### config.mk
export PLATFORM = sky130hd
export DESIGN_NAME = prio_intc_seq
export DESIGN_NICKNAME = d
export VERILOG_FILES = /design/src/rtl/prio_intc_seq.sv
export SDC_FILE = /design/constraint.sdc
export NUM_CORES = 1
export LEC_CHECK = 0
export BUFFER_PORTS_ARGS = -buffer_cell sky130_fd_sc_hd__buf_4
export CORE_MARGIN = 2
export CORE_UTILIZATION = 46
export CTS_BUF_LIST = sky130_fd_sc_hd__clkbuf_8 sky130_fd_sc_hd__clkbuf_16
export CTS_CLUSTER_DIAMETER = 200
export DETAILED_ROUTE_END_ITERATION = 10
export GPL_TIMING_DRIVEN = 1
export PLACE_DENSITY = 0.76
export SETUP_SLACK_MARGIN = 0.3
export SYNTH_ARGS = -nofsm -noshare
export SYNTH_HDL_FRONTEND = slang
export SYNTH_SLANG_ARGS = --single-unit
### constraint.sdc
create_clock -name clk -period 1.4 [get_ports clk]
set_input_delay 0.21 -clock clk [delete_from_list [all_inputs] [get_ports clk]]
set_output_delay 0.21 -clock clk [all_outputs]
set_load 0.005 [all_outputs]
### src/rtl/prio_intc_seq.sv
// rtl/prio_intc_seq.sv - clocked priority interrupt controller with ack/eoi handshake
// Optional macro INTC_RR_EN selects round-robin arbitration instead of fixed priority.
module prio_intc_seq #(
  parameter int NUM_CH = 27,
  parameter int ID_W   = $clog2(NUM_CH),
  parameter bit EDGE   = 1'b1
) (
  input  logic              clk,
  input  logic              rst_n,
  input  logic [NUM_CH-1:0] irq_in,
  input  logic [NUM_CH-1:0] irq_en,
  input  logic              glb_en,
  input  logic              irq_ack,
  input  logic              eoi,
  output logic              irq_out,
  output logic [ID_W-1:0]   irq_id,
  output logic              busy,
  output logic [NUM_CH-1:0] pending
);

  typedef enum logic [1:0] {IDLE, REQ, SERV} state_t;

  state_t            state_q, state_d;
  logic [NUM_CH-1:0] pending_q, pending_d;
  logic [NUM_CH-1:0] irq_s_q, irq_s_d;
  logic              irq_out_q, irq_out_d;
  logic              busy_q, busy_d;
  logic [ID_W-1:0]   irq_id_q, irq_id_d;

  logic [NUM_CH-1:0] set_mask, clr_mask, eligible;
  logic [ID_W-1:0]   winner;
  logic              ack_ok;

`ifdef INTC_RR_EN
  logic [ID_W-1:0]   rr_ptr_q, rr_ptr_d;
  logic              found;
  int                idx;
`endif

  always_comb begin
    irq_s_d  = irq_in;
    set_mask = EDGE ? (irq_in & ~irq_s_q) : irq_in;
    ack_ok   = (state_q == REQ) && irq_ack;
    clr_mask = ack_ok ? (NUM_CH'(1) << irq_id_q) : '0;
    // Set is ORed in after the clear so a same-edge set survives the ack.
    pending_d = (pending_q & ~clr_mask) | set_mask;
    eligible  = pending_q & irq_en;
  end

`ifdef INTC_RR_EN
  always_comb begin
    winner = '0;
    found  = 1'b0;
    idx    = 0;
    for (int k = 0; k < NUM_CH; k++) begin
      idx = int'(rr_ptr_q) + k;
      if (idx >= NUM_CH) idx = idx - NUM_CH;
      if (!found && eligible[idx]) begin
        found  = 1'b1;
        winner = ID_W'(idx);
      end
    end
    rr_ptr_d = rr_ptr_q;
    if (ack_ok) begin
      rr_ptr_d = (int'(irq_id_q) == NUM_CH - 1) ? '0 : irq_id_q + 1'b1;
    end
  end
`else
  always_comb begin
    winner = '0;
    // Scan downward so the lowest eligible index is the last one written.
    for (int i = NUM_CH - 1; i >= 0; i--) begin
      if (eligible[i]) winner = ID_W'(i);
    end
  end
`endif

  always_comb begin
    state_d   = state_q;
    irq_out_d = irq_out_q;
    busy_d    = busy_q;
    irq_id_d  = irq_id_q;
    case (state_q)
      IDLE: begin
        if (glb_en && (|eligible)) begin
          state_d   = REQ;
          irq_id_d  = winner;
          irq_out_d = 1'b1;
        end
      end
      REQ: begin
        if (irq_ack) begin
          state_d   = SERV;
          irq_out_d = 1'b0;
          busy_d    = 1'b1;
        end else if (!glb_en || !irq_en[irq_id_q]) begin
          state_d   = IDLE;
          irq_out_d = 1'b0;
        end
      end
      SERV: begin
        if (eoi) begin
          state_d = IDLE;
          busy_d  = 1'b0;
        end
      end
      default: begin
        state_d   = IDLE;
        irq_out_d = 1'b0;
        busy_d    = 1'b0;
      end
    endcase
  end

  always_ff @(posedge clk or negedge rst_n) begin
    if (!rst_n) begin
      state_q   <= IDLE;
      pending_q <= '0;
      irq_s_q   <= '0;
      irq_out_q <= 1'b0;
      busy_q    <= 1'b0;
      irq_id_q  <= '0;
`ifdef INTC_RR_EN
      rr_ptr_q  <= '0;
`endif
    end else begin
      state_q   <= state_d;
      pending_q <= pending_d;
      irq_s_q   <= irq_s_d;
      irq_out_q <= irq_out_d;
      busy_q    <= busy_d;
      irq_id_q  <= irq_id_d;
`ifdef INTC_RR_EN
      rr_ptr_q  <= rr_ptr_d;
`endif
    end
  end

  assign irq_out = irq_out_q;
  assign irq_id  = irq_id_q;
  assign busy    = busy_q;
  assign pending = pending_q;

endmodule

# Yosys cells after proc, flatten, opt, wreduce, memory -nomap -nowiden
# Index checks and enable logic that the tools add are counted.
[word_totals] elab_cells=75 output_inout_bits=34 inputBits=59 ff_bits=63
[op_classes] n_eq_ne=6 shift=1 order_cmp=1 n_bitwise=8 n_reduce_logical=11 muxes=42
[op_table] op="2-to-1 mux 5 bit" n=27
[op_table] op="AND 27 bit" n=3
[op_table] op="NOT 27 bit" n=2
[op_table] op="2-to-1 mux 27 bit" n=1
[op_table] op="bitwise OR 27 bit" n=1
[op_table] op="OR reduction 27 bit" n=1
[op_table] op="<< shifter 1 x 5 -> 27 bit, first input constant" n=1
[op_table] op="AND reduction 3 bit" n=3
[op_table] op="2-to-1 mux 2 bit" n=4
[op_table] op="less-than comparator 5 x 6 -> 1 bit, second input constant" n=1
[op_table] op="2-to-1 mux 1 bit" n=6
[op_table] op="!= test 2 bit, second input constant" n=3
[op_table] op="one-hot mux 1 bit (3 select lines)" n=2
[op_table] op="one-hot mux 2 bit (3 select lines)" n=1
[op_table] op="binary-select mux 1 bit (select 5 bit)" n=1
[op_table] op="!= test 3 x 2 -> 1 bit, second input constant" n=1
[op_table] op="== test 2 x 1 -> 1 bit, second input constant" n=1
[op_table] op="== test 2 bit, second input constant" n=1
[op_table] op="logical AND 1 bit" n=2
[op_table] op="logical NOT 1 bit" n=2
[op_table] op="logical NOT 2 bit" n=1
[op_table] op="NOT 1 bit" n=2
[op_table] op="AND reduction 2 bit" n=1
[op_table] op="logical OR 1 bit" n=1

# Depth between registers and ports, before layout
# Gate-level depths: netlist of the first run.
[logic_depth] ltp_word=28 mapped_depth=7 mapped_depth_nobuf=6

# Least setup slack after synthesis of the first run
# No wires, ideal clock.
[synth_path] path_type="reg-to-reg" startpoint="register pending_q[7] (netlist: pending[7])" endpoint="register irq_id_q[1] (netlist: irq_id[1])" n_path_buf=0 period_less_slack_ns=1.518 arrival_ns=1.407 slack_ns=-0.118 setup_ns=0.110 required_ns=1.290 stages_incl_launch_ff=7 path_cell_list="dfrtp_1 -> a22o_1 -> nor4_2 -> nand2_1 -> o21ai_4 -> nand2_1 -> o41ai_1"
[synth_via] elab_chain_cells=9
[synth_rtl] item="from (decl)" line_no="24" source="logic [NUM_CH-1:0] pending_q, pending_d;"
[synth_rtl] item="from (signal assigned)" line_no="128" source="pending_q <= pending_d;"
[synth_rtl] item="AND 27 bit *" line_no="47" source="eligible = pending_q & irq_en;"
[synth_rtl] item="2-to-1 mux 5 bit (8 in a row)" line_no="73" source="if (eligible[i]) winner = ID_W'(i);"
[synth_rtl] item="to (signal assigned)" line_no="132" source="irq_id_q <= irq_id_d;"
[synth_rtl] item="to (decl)" line_no="28" source="logic [ID_W-1:0] irq_id_q, irq_id_d;"
# Every way passes the cells marked *; elsewhere a longest branch is shown, timed or not.
# A chain may end at the register's enable or synchronous reset.

# Final worst setup path of the first run
[layout_path] startpoint="register pending_q[7] (netlist: pending[7])" endpoint="register irq_id_q[0] (netlist: irq_id[0])"
# The elaborated chain is that of the path after synthesis.

==> results.sh, run 1 <==
export IMPL_max_freq_mhz=567
export IMPL_synth_compound_area_share_pct=24.2
export IMPL_p_per_area_mw_per_mm2=1340
export IMPL_syn_area_per_cell_sq_um=9.90
export IMPL_synthArstFlopShare_pct=100
export IMPL_yosysWarningCount=0
export IMPL_seq_area_sq_mm=0.00158
export IMPL_dieArea_sq_mm=0.00698
export IMPL_synth_top_area_cell="dfrtp_1"
export IMPL_critPathMaxFanout=8
export IMPL_rrSetupSlack_ps=-360
export IMPL_crit_reg2reg_capture="irq_id[0]"
export IMPL_place_congestion=0.883
export IMPL_synthXorXnorAreaFrac_pct=0
export IMPL_synth_cells=294
export IMPL_layout_drive_gt1_share_pct=51.7
export IMPL_synth_mux_area_share_pct=4.47
export IMPL_start_util_pct=48.3
export IMPL_finalInstanceArea_sq_mm=0.00558
export IMPL_cts_inserted_buffers=9
export IMPL_synth_top_flop_cell="dfrtp_1"
export IMPL_finalWorstSetupSlack_ps=-363
export IMPL_synthSimpleGateAreaFrac_pct=12.2
export IMPL_track_usage_pct=34.2
export IMPL_syn_to_final_growth_pct=91.7
export IMPL_clkLatencyLatePin_ps=360
export IMPL_root_buffer="clkbuf_8"
export IMPL_portBuffers=92
export IMPL_relSlewSlack_pct=70.1
export IMPL_die_h_um=83.5
export IMPL_drt_pass1_iter_count=7
export IMPL_startpoint_type="flop"
export IMPL_antenna_found_initial=0
export IMPL_dr_total_vias=3607
export IMPL_die_x_um=83.5
export IMPL_synth_most_common_cell="dfrtp_1"
export IMPL_yosys_area_top_type_share_pct=54.2
export IMPL_grt_setup_unrepaired="true"
export IMPL_antenna_left=0
export IMPL_cts_sinks=63
export IMPL_final_util_pct=92.6
export IMPL_violations="setup timing"
export IMPL_wl_mm=13.2
export IMPL_multi_input_area_sq_mm=0.00157
export IMPL_yosysUniqueCellTypes=38
export IMPL_grt_first_pass_wirelength_mm=18.5
export IMPL_ir_drop_mv=1.38
export IMPL_clockBufferDepth=2
export IMPL_hp_start="eoi"
export IMPL_synth_seq_cells=63
export IMPL_drc=0
export IMPL_place_detailed_hpwl_mm=6.90
export IMPL_hold_class="in2reg"
export IMPL_setup_violations=25
export IMPL_hold_viol=0
export IMPL_min_to="busy"
export IMPL_yosys_area_share_adder_pct=0
export IMPL_drt_iter0_drc=590
export IMPL_nFillCells=202
export IMPL_yosysSeqAreaShare_pct=54.2
export IMPL_fin_nets=574
export IMPL_layout_min_cycle_time_ps=1760
export IMPL_synth_top_family_by_area="compound AO/OA/AOI/OAI gates"
export IMPL_end_kind="flop"
export IMPL_clk_pin_slew_ps=80
export IMPL_diodes=0
export IMPL_synth_common_cells="dfrtp_1 (63), o21ai_0 (55), nand2_1 (35), inv_1 (31), mux2i_1 (13)"
export IMPL_core_area_sq_mm=0.00603
export IMPL_required_ps=1670
export IMPL_critical_path_arrival_ps=2030
export IMPL_synth_edff_count=0
export IMPL_cts_tree="built"
export IMPL_drv_cap=0
export IMPL_ios=93
export IMPL_post_dp_cell_area_sq_mm=0.00428
export IMPL_run_status="complete, but fails checks"
export IMPL_skew_ps=15.8
export IMPL_holdPathStages=4
export IMPL_worstSetupPathType="reg2reg"
export IMPL_synth_area_leaders="dfrtp_1 (54%), o21ai_0 (9.5%), nand2_1 (4.5%), mux2i_1 (4.5%), inv_1 (4.0%)"
export IMPL_h_tree_depth=3
export IMPL_syn_area_sq_mm=0.00291
export IMPL_r2r_start="pending[7]"
export IMPL_slew_viol_final=0
export IMPL_rr_worst_depth=7
export IMPL_grt_pass1_vias=3632
export IMPL_via_per_inst=6.06
export IMPL_period_share_pct=126
export IMPL_tightest_slew_ps=448
export IMPL_grt_ovfl_total=0
export IMPL_synth_nets=353
export IMPL_p_leak_nw=2.56
export IMPL_rows=28
export IMPL_grt_max_degree=64
export IMPL_wl_per_cell_um=22.2
[cell usage in the layout (no fill, tap or decap), types with 3 or more instances in the layout]
cell,count
nand2_2,4
nand2b_1,3
o21ai_2,24
nor2b_4,3
buf_6,69
buf_12,4
o21ai_1,28
nand3_1,6
clkbuf_8,9
o21ai_0,3
a22o_1,11
nand2_1,25
nand4_1,3
dfrtp_1,59
a22oi_1,7
buf_4,113
dfrtp_2,4
inv_1,31
nand2_4,3
clkinvlp_4,3
dlygate4sd3_1,28
o21ai_4,4
mux2i_1,13
nand2_8,3
a32o_1,3
a21oi_1,11
[routing by layer]
layer | global-route usage, % | vias up | part of all wire (%)
li1 | - | 1511 | -
met1 | 40.3 | 1754 | 35
met2 | 60.5 | 264 | 51
met3 | 7.02 | 78 | 8.2
met4 | 15.0 | 0 | 5.7
met5 | 0 | - | 0
[registers in the layout (all words and copies together), names as in the netlist]
| name | flops |
|---|---|
| irq_s_q | 27 |
| busy | 1 |
| pending | 27 |
| irq_id | 5 |
| state_q | 2 |
| irq_out | 1 |
[critical path, cell delays in order, from the launching register on]
cell and delay (ps):
dfrtp_1 430, a22o_1 280, nor4_4 360, nand2_1 140, o21ai_4 190, buf_12 150
nand2_2 70, o31ai_4 60
[report_power, final]
part           internal, mW  switching [mW]
Sequential             2.03           0.268
Combinational          1.66            1.69
Clock                  1.00           0.839
[cells by family (layout without fill, tap and decap cells)]
kind of cell           after synthesis  after routing
AO/OA/AOI/OAI                      111            111
buffers and inverters               36            262
flip-flops                          63             63
multiplexers                        13             13
AND/OR/NAND/NOR                     71             71
[stage by stage]
step | power (mW) | TNS [ps] | instances | worst slack (ps) | hold WS (ps)
floorplan | 3.30 | -549 | 294 | -118 | -85.6
global placement | 4.40 | -974 | 527 | -194 | 227
detailed placement | 4.43 | -1310 | 527 | -252 | 233
CTS | 6.83 | -1160 | 585 | -228 | 115
global route | 7.75 | -4310 | 595 | -420 | 137
finish | 7.49 | -2530 | 595 | -363 | 131
[cell type report]
type	instances	area share [%]
flip-flops and latches	63	28.3
multi-input cells	195	28.1
clock inverters	7	1.73
well taps	75	1.68
inverters	31	2.09
clock buffers	9	2.22
repair buffers	215	35.9
[worst max path at each step]
stage | startpoint | endpoint | slack, ps | depth (start not counted)
floorplan | pending[7] | irq_id[1] | -120 | 6
global placement | pending[23] | irq_id[1] | -190 | 5
detailed placement | pending[5] | irq_id[1] | -250 | 6
CTS | pending[10] | irq_id[1] | -230 | 4
global route | pending[7] | irq_id[0] | -420 | 7
finish | pending[7] | irq_id[0] | -360 | 7
[what timing repair did]
item	CTS	global route
endpoints found under the hold margin	90	0
setup buffers	14	10
endpoints found under the setup margin	68	68
resized for setup	101	47
pin swaps	13	18
cloned	0	0
hold buffers	28	0
(Power assumes the default switching activity.)
==> inputs of run 2 (changes only) <==
--- a/config.mk
+++ b/config.mk
@@ -12,7 +12,7 @@
 export CTS_CLUSTER_DIAMETER = 200
 export DETAILED_ROUTE_END_ITERATION = 10
 export GPL_TIMING_DRIVEN = 1
-export PLACE_DENSITY = 0.76
+export PLACE_DENSITY_LB_ADDON = 0.25
 export SETUP_SLACK_MARGIN = 0.3
 export SYNTH_ARGS = -nofsm -noshare
 export SYNTH_HDL_FRONTEND = slang
==> run 2 against run 1 <==
Effect of this change: the run still ends with setup timing left; sequential share of layout area is 0.53 points higher; combinational power is 3% lower; maximum frequency is 8.5% lower; critical path depth is 1 lower; count of clock-buffer cells in the layout is 2 higher; critical endpoint is now irq_id[1]; clock skew is 8.3 ps lower; cell count is 1.0% lower; design area is 1.9% lower; global-route usage is 0.070 points lower.
==> results.sh, run 2 (synthesis gave the netlist of run 1 again) <==
export IMPL_drt_pass1_iter_count=6
export IMPL_clkLatencyLatePin_ps=360
export IMPL_max_freq_mhz=519
export IMPL_violations="setup timing"
export IMPL_grt_pass1_vias=3663
export IMPL_layout_min_cycle_time_ps=1930
export IMPL_layout_drive_gt1_share_pct=51.2
export IMPL_root_buffer="clkbuf_8"
export IMPL_via_per_inst=6.48
export IMPL_portBuffers=92
export IMPL_skew_ps=7.40
export IMPL_critical_path_arrival_ps=2150
export IMPL_holdPathStages=4
export IMPL_slew_viol_final=0
export IMPL_cts_sinks=63
export IMPL_grt_ovfl_total=0
export IMPL_nFillCells=233
export IMPL_drc=0
export IMPL_grt_busiest_layer="met2"
export IMPL_track_usage_pct=34.2
export IMPL_setup_violations=27
export IMPL_finalInstanceArea_sq_mm=0.00547
export IMPL_grt_first_pass_wirelength_mm=18.6
export IMPL_critPathMaxFanout=8
export IMPL_finalWorstSetupSlack_ps=-527
export IMPL_dieArea_sq_mm=0.00698
export IMPL_use_met3_pct=4.85
export IMPL_ios=93
export IMPL_die_x_um=83.5
export IMPL_die_h_um=83.5
export IMPL_instances_no_fill=589
export IMPL_startpoint_type="flop"
export IMPL_required_ps=1630
export IMPL_clockBufferDepth=2
export IMPL_p_leak_nw=2.53
export IMPL_seq_area_sq_mm=0.00158
export IMPL_final_util_pct=90.8
export IMPL_multi_input_area_sq_mm=0.00155
export IMPL_tightest_slew_ps=496
export IMPL_worstSetupPathType="reg2reg"
export IMPL_start_util_pct=48.3
export IMPL_rows=28
export IMPL_grt_setup_unrepaired="true"
export IMPL_rr_worst_depth=6
export IMPL_hold_viol=0
export IMPL_p_per_area_mw_per_mm2=1320
export IMPL_post_dp_cell_area_sq_mm=0.00429
export IMPL_period_share_pct=138
export IMPL_syn_to_final_growth_pct=88.0
export IMPL_run_status="complete, but fails checks"
export IMPL_cts_inserted_buffers=9
export IMPL_drv_cap=0
export IMPL_relSlewSlack_pct=66.9
export IMPL_clk_pin_slew_ps=80
export IMPL_h_tree_depth=3
export IMPL_cts_tree="built"
export IMPL_wl_mm=14.5
export IMPL_placed_cells=530
export IMPL_final_cell_mix="buf_4 (110), buf_6 (70), dfrtp_1 (60)"
export IMPL_place_congestion=0.908
export IMPL_end_kind="flop"
export IMPL_core_area_sq_mm=0.00603
export IMPL_antenna_found_initial=0
export IMPL_ir_drop_mv=1.26
export IMPL_place_detailed_hpwl_mm=7.14
export IMPL_layout_commonest_cell="buf_4"
export IMPL_fin_nets=569
export IMPL_hold_class="in2reg"
export IMPL_wl_per_cell_um=24.7
export IMPL_dp_slack_ps=-247
export IMPL_gr_usage_met1_pct=40.3
export IMPL_grt_max_degree=34
export IMPL_dr_total_vias=3815
export IMPL_diodes=0
export IMPL_drt_iter0_drc=568
export IMPL_antenna_left=0
export IMPL_grt_use_met2_pct=61.3
## run 2: cell count changes in the layout (fill, tap and decap cells not counted), sizes merged
cell and change:
clkbuf +2, bufinv -1, buf -5, clkinvlp -2
## run 2: path summary, 6_finish.rpt
| check | slack [ps] | to | startpoint |
|---|---|---|---|
| hold reg to reg | 410 | pending[25] | irq_s_q[25] |
| setup reg to reg | -530 | irq_id[1] | pending[23] |
| setup / recovery | -530 | irq_id[1] | pending[23] |
| hold / removal | 150 | busy | eoi |
| min in group asynchronous | 340 | irq_s_q[25] | rst_n |
| max in group asynchronous | 540 | irq_s_q[13] | rst_n |
## run 2: area by class of cell
| cell class | instances | area share [%] |
|---|---|---|
| Tap cell | 75 | 1.71 |
| Inverter | 31 | 2.13 |
| Sequential cell | 63 | 28.9 |
| Clock buffer | 11 | 2.77 |
| Timing Repair Buffer | 210 | 35.3 |
| Multi-Input combinational cell | 195 | 28.3 |
| Clock inverter | 4 | 0.846 |
## run 2: worst max-delay path: stages (launching register included)
cell     delay [ps]
dfrtp_1         440
a22o_4          300
nor4_4          360
nand2_2         130
o21ai_4         300
nand2_1         160
o41ai_2         100
## run 2: per-stage QoR
step                      hold slack [ps]  power (mW)  TNS [ps]
after floorplan                     -85.6        3.30      -549
after global placement                182        4.44      -982
after detailed placement              190        4.47     -1090
after CTS                             136        6.64     -1120
after global routing                  181        7.43     -4320
final                                 150        7.22     -3840
## run 2: repair_timing
item                       4_1_cts  5_1_grt
hold endpoints to repair        59        0
pin swaps                       12       19
buffers inserted                 7        9
resized for setup              103       43
setup endpoints to repair       66       67
hold buffers                    28        0
## run 2: routing by layer
metal  part of all wire, %  wire length, um  vias to the layer above
met5                     0                0                        -
met1                    34             4880                     1805
met2                    48             6910                      372
li1                      -                -                     1500
met4                   8.7             1270                        0
met3                    10             1480                      138
## run 2: where the power goes
part           switching (mW)  total (mW)  internal, mW
combinational            1.71        3.26          1.55
sequential              0.266        2.29          2.03
clock                   0.765        1.67         0.901
total                    2.74        7.22          4.48
==> inputs of run 3 (changes only) <==
--- a/config.mk
+++ b/config.mk
@@ -5,12 +5,12 @@
 export SDC_FILE = /design/constraint.sdc
 export NUM_CORES = 1
 export LEC_CHECK = 0
-export BUFFER_PORTS_ARGS = -buffer_cell sky130_fd_sc_hd__buf_4
 export CORE_MARGIN = 2
-export CORE_UTILIZATION = 46
+export CORE_UTILIZATION = 49
 export CTS_BUF_LIST = sky130_fd_sc_hd__clkbuf_8 sky130_fd_sc_hd__clkbuf_16
 export CTS_CLUSTER_DIAMETER = 200
 export DETAILED_ROUTE_END_ITERATION = 10
+export DONT_BUFFER_PORTS = 1
 export GPL_TIMING_DRIVEN = 1
 export PLACE_DENSITY_LB_ADDON = 0.25
 export SETUP_SLACK_MARGIN = 0.3
==> run 3 against run 2 <==
Effect of this change: the flow finishes with violations (hold timing, setup timing); first-iteration DRC count decreased by 51%; via count shrank 27%; maximum frequency up 17%; combinational power decreased by 23%; sequential cell count did not move; critical path depth unchanged; non-clock buffer count fell by 108; cell count is 18% lower; wire length fell by 37%; sequential power is essentially flat; critical path type unchanged.
==> results.sh, run 3 (synthesis gave the netlist of run 1 again) <==
export IMPL_finalWorstSetupSlack_ps=-249
export IMPL_required_ps=1630
export IMPL_worstSetupStartpoint="pending[24]"
export IMPL_grt_setup_unrepaired="true"
export IMPL_place_congestion=0.876
export IMPL_holdWs_ps=-442
export IMPL_rows=28
export IMPL_critical_path_arrival_ps=1880
export IMPL_diodes=0
export IMPL_hold_viol=63
export IMPL_drt_pass1_iter_count=6
export IMPL_violations="hold timing, setup timing"
export IMPL_placed_cells=425
export IMPL_tightest_slew_ps=444
export IMPL_fin_nets=461
export IMPL_syn_to_final_growth_pct=54.2
export IMPL_startpoint_type="flop"
export IMPL_p_leak_nw=1.97
export IMPL_grt_pass1_vias=2881
export IMPL_cts_sinks=63
export IMPL_die_h_um=81.1
export IMPL_via_per_inst=5.79
export IMPL_drv_cap=0
export IMPL_wl_per_cell_um=19.0
export IMPL_clkLatencyLatePin_ps=340
export IMPL_cts_tree="built"
export IMPL_dr_total_vias=2789
export IMPL_hold_class="in2async"
export IMPL_final_util_pct=77.2
export IMPL_die_x_um=81.1
export IMPL_grt_first_pass_wirelength_mm=14.2
export IMPL_p_per_area_mw_per_mm2=1420
export IMPL_end_kind="flop"
export IMPL_slew_viol_final=0
export IMPL_final_cell_mix="dfrtp_1 (61), buf_6 (38), buf_4 (34)"
export IMPL_dieArea_sq_mm=0.00657
export IMPL_root_buffer="clkbuf_8"
export IMPL_layout_min_cycle_time_ps=1650
export IMPL_ios=93
export IMPL_instances_no_fill=482
export IMPL_clockBufferDepth=2
export IMPL_fin_tns_setup_ps=-1420
export IMPL_drt_iter0_drc=276
export IMPL_track_usage_pct=29.7
export IMPL_worstSetupPathType="reg2reg"
export IMPL_grt_ovfl_total=0
export IMPL_max_freq_mhz=606
export IMPL_ir_drop_mv=0.788
export IMPL_place_detailed_hpwl_mm=6.32
export IMPL_portBuffers=0
export IMPL_start_util_pct=50.0
export IMPL_drc=0
export IMPL_layout_drive_gt1_share_pct=36.4
export IMPL_p_total_mw=6.37
export IMPL_core_area_sq_mm=0.00582
export IMPL_nFillCells=402
export IMPL_run_status="complete, but fails checks"
export IMPL_period_share_pct=118
export IMPL_h_tree_depth=3
export IMPL_relSlewSlack_pct=70.4
export IMPL_r2r_start="pending[24]"
export IMPL_critPathMaxFanout=3
export IMPL_wl_mm=9.15
export IMPL_cts_inserted_buffers=9
export IMPL_skew_ps=6.07
export IMPL_setup_violations=8
export IMPL_antenna_left=0
export IMPL_layout_commonest_cell="dfrtp_1"
export IMPL_grt_max_degree=64
export IMPL_clk_pin_slew_ps=70
export IMPL_antenna_found_initial=0
run 3: worst paths after layout:
kind                               end  slack, ps  cells past startpoint
min                               busy       -440                      0
min in group clk           pending[16]         20                      2
min reg2reg                 pending[8]        410                      1
max reg2reg                  irq_id[0]       -250                      6
max                          irq_id[0]       -250                      6
max in group asynchronous  irq_s_q[11]       1740                      0
run 3: critical path, cell delays in order, from the launching register on:
cell and delay (ps):
dfrtp_1 430, nand2_1 110, a32o_1 300, a22o_1 220, a21o_1 210, a41oi_2 170, o31ai_1 100
run 3: power breakdown:
| group | switching (mW) | internal, mW | total (mW) |
|---|---|---|---|
| logic | 1.28 | 1.23 | 2.51 |
| clock network | 0.727 | 0.874 | 1.60 |
| registers | 0.232 | 2.03 | 2.26 |
run 3: repair_timing:
item / CTS / global route
buffers inserted: 7 / 6
setup endpoints to repair: 56 / 66
hold endpoints to repair: 114 / 64
pin swaps: 14 / 15
resized for setup: 67 / 37
hold buffers: 27 / 1
run 3: cell type report:
| cell class | instances | area [sq um] | share of cell area [%] |
|---|---|---|---|
| inverter | 31 | 116 | 2.59 |
| timing repair buffer | 102 | 998 | 22.3 |
| clock inverter | 6 | 70.1 | 1.56 |
| sequential | 63 | 1580 | 35.2 |
| clock buffer | 10 | 138 | 3.07 |
| tap | 75 | 93.8 | 2.09 |
| multi-input combinational | 195 | 1490 | 33.2 |
run 3: routing by layer:
layer  share of wire [%]  up-vias  global-route usage [%]
li1                    -     1291                       -
met1                  39     1346                    35.2
met2                  51      122                    49.4
met3                 6.9       30                    9.11
met4                 2.8        0                    13.6
met5                   0        -                       0
run 3: stage by stage:
step | cell area, sq um | worst slack, ps
finish | 4490 | -249
global route | 4490 | -370
CTS | 4290 | -204
detailed placement | 3490 | -226
global placement | 3490 | -222
floorplan | 2970 | -118
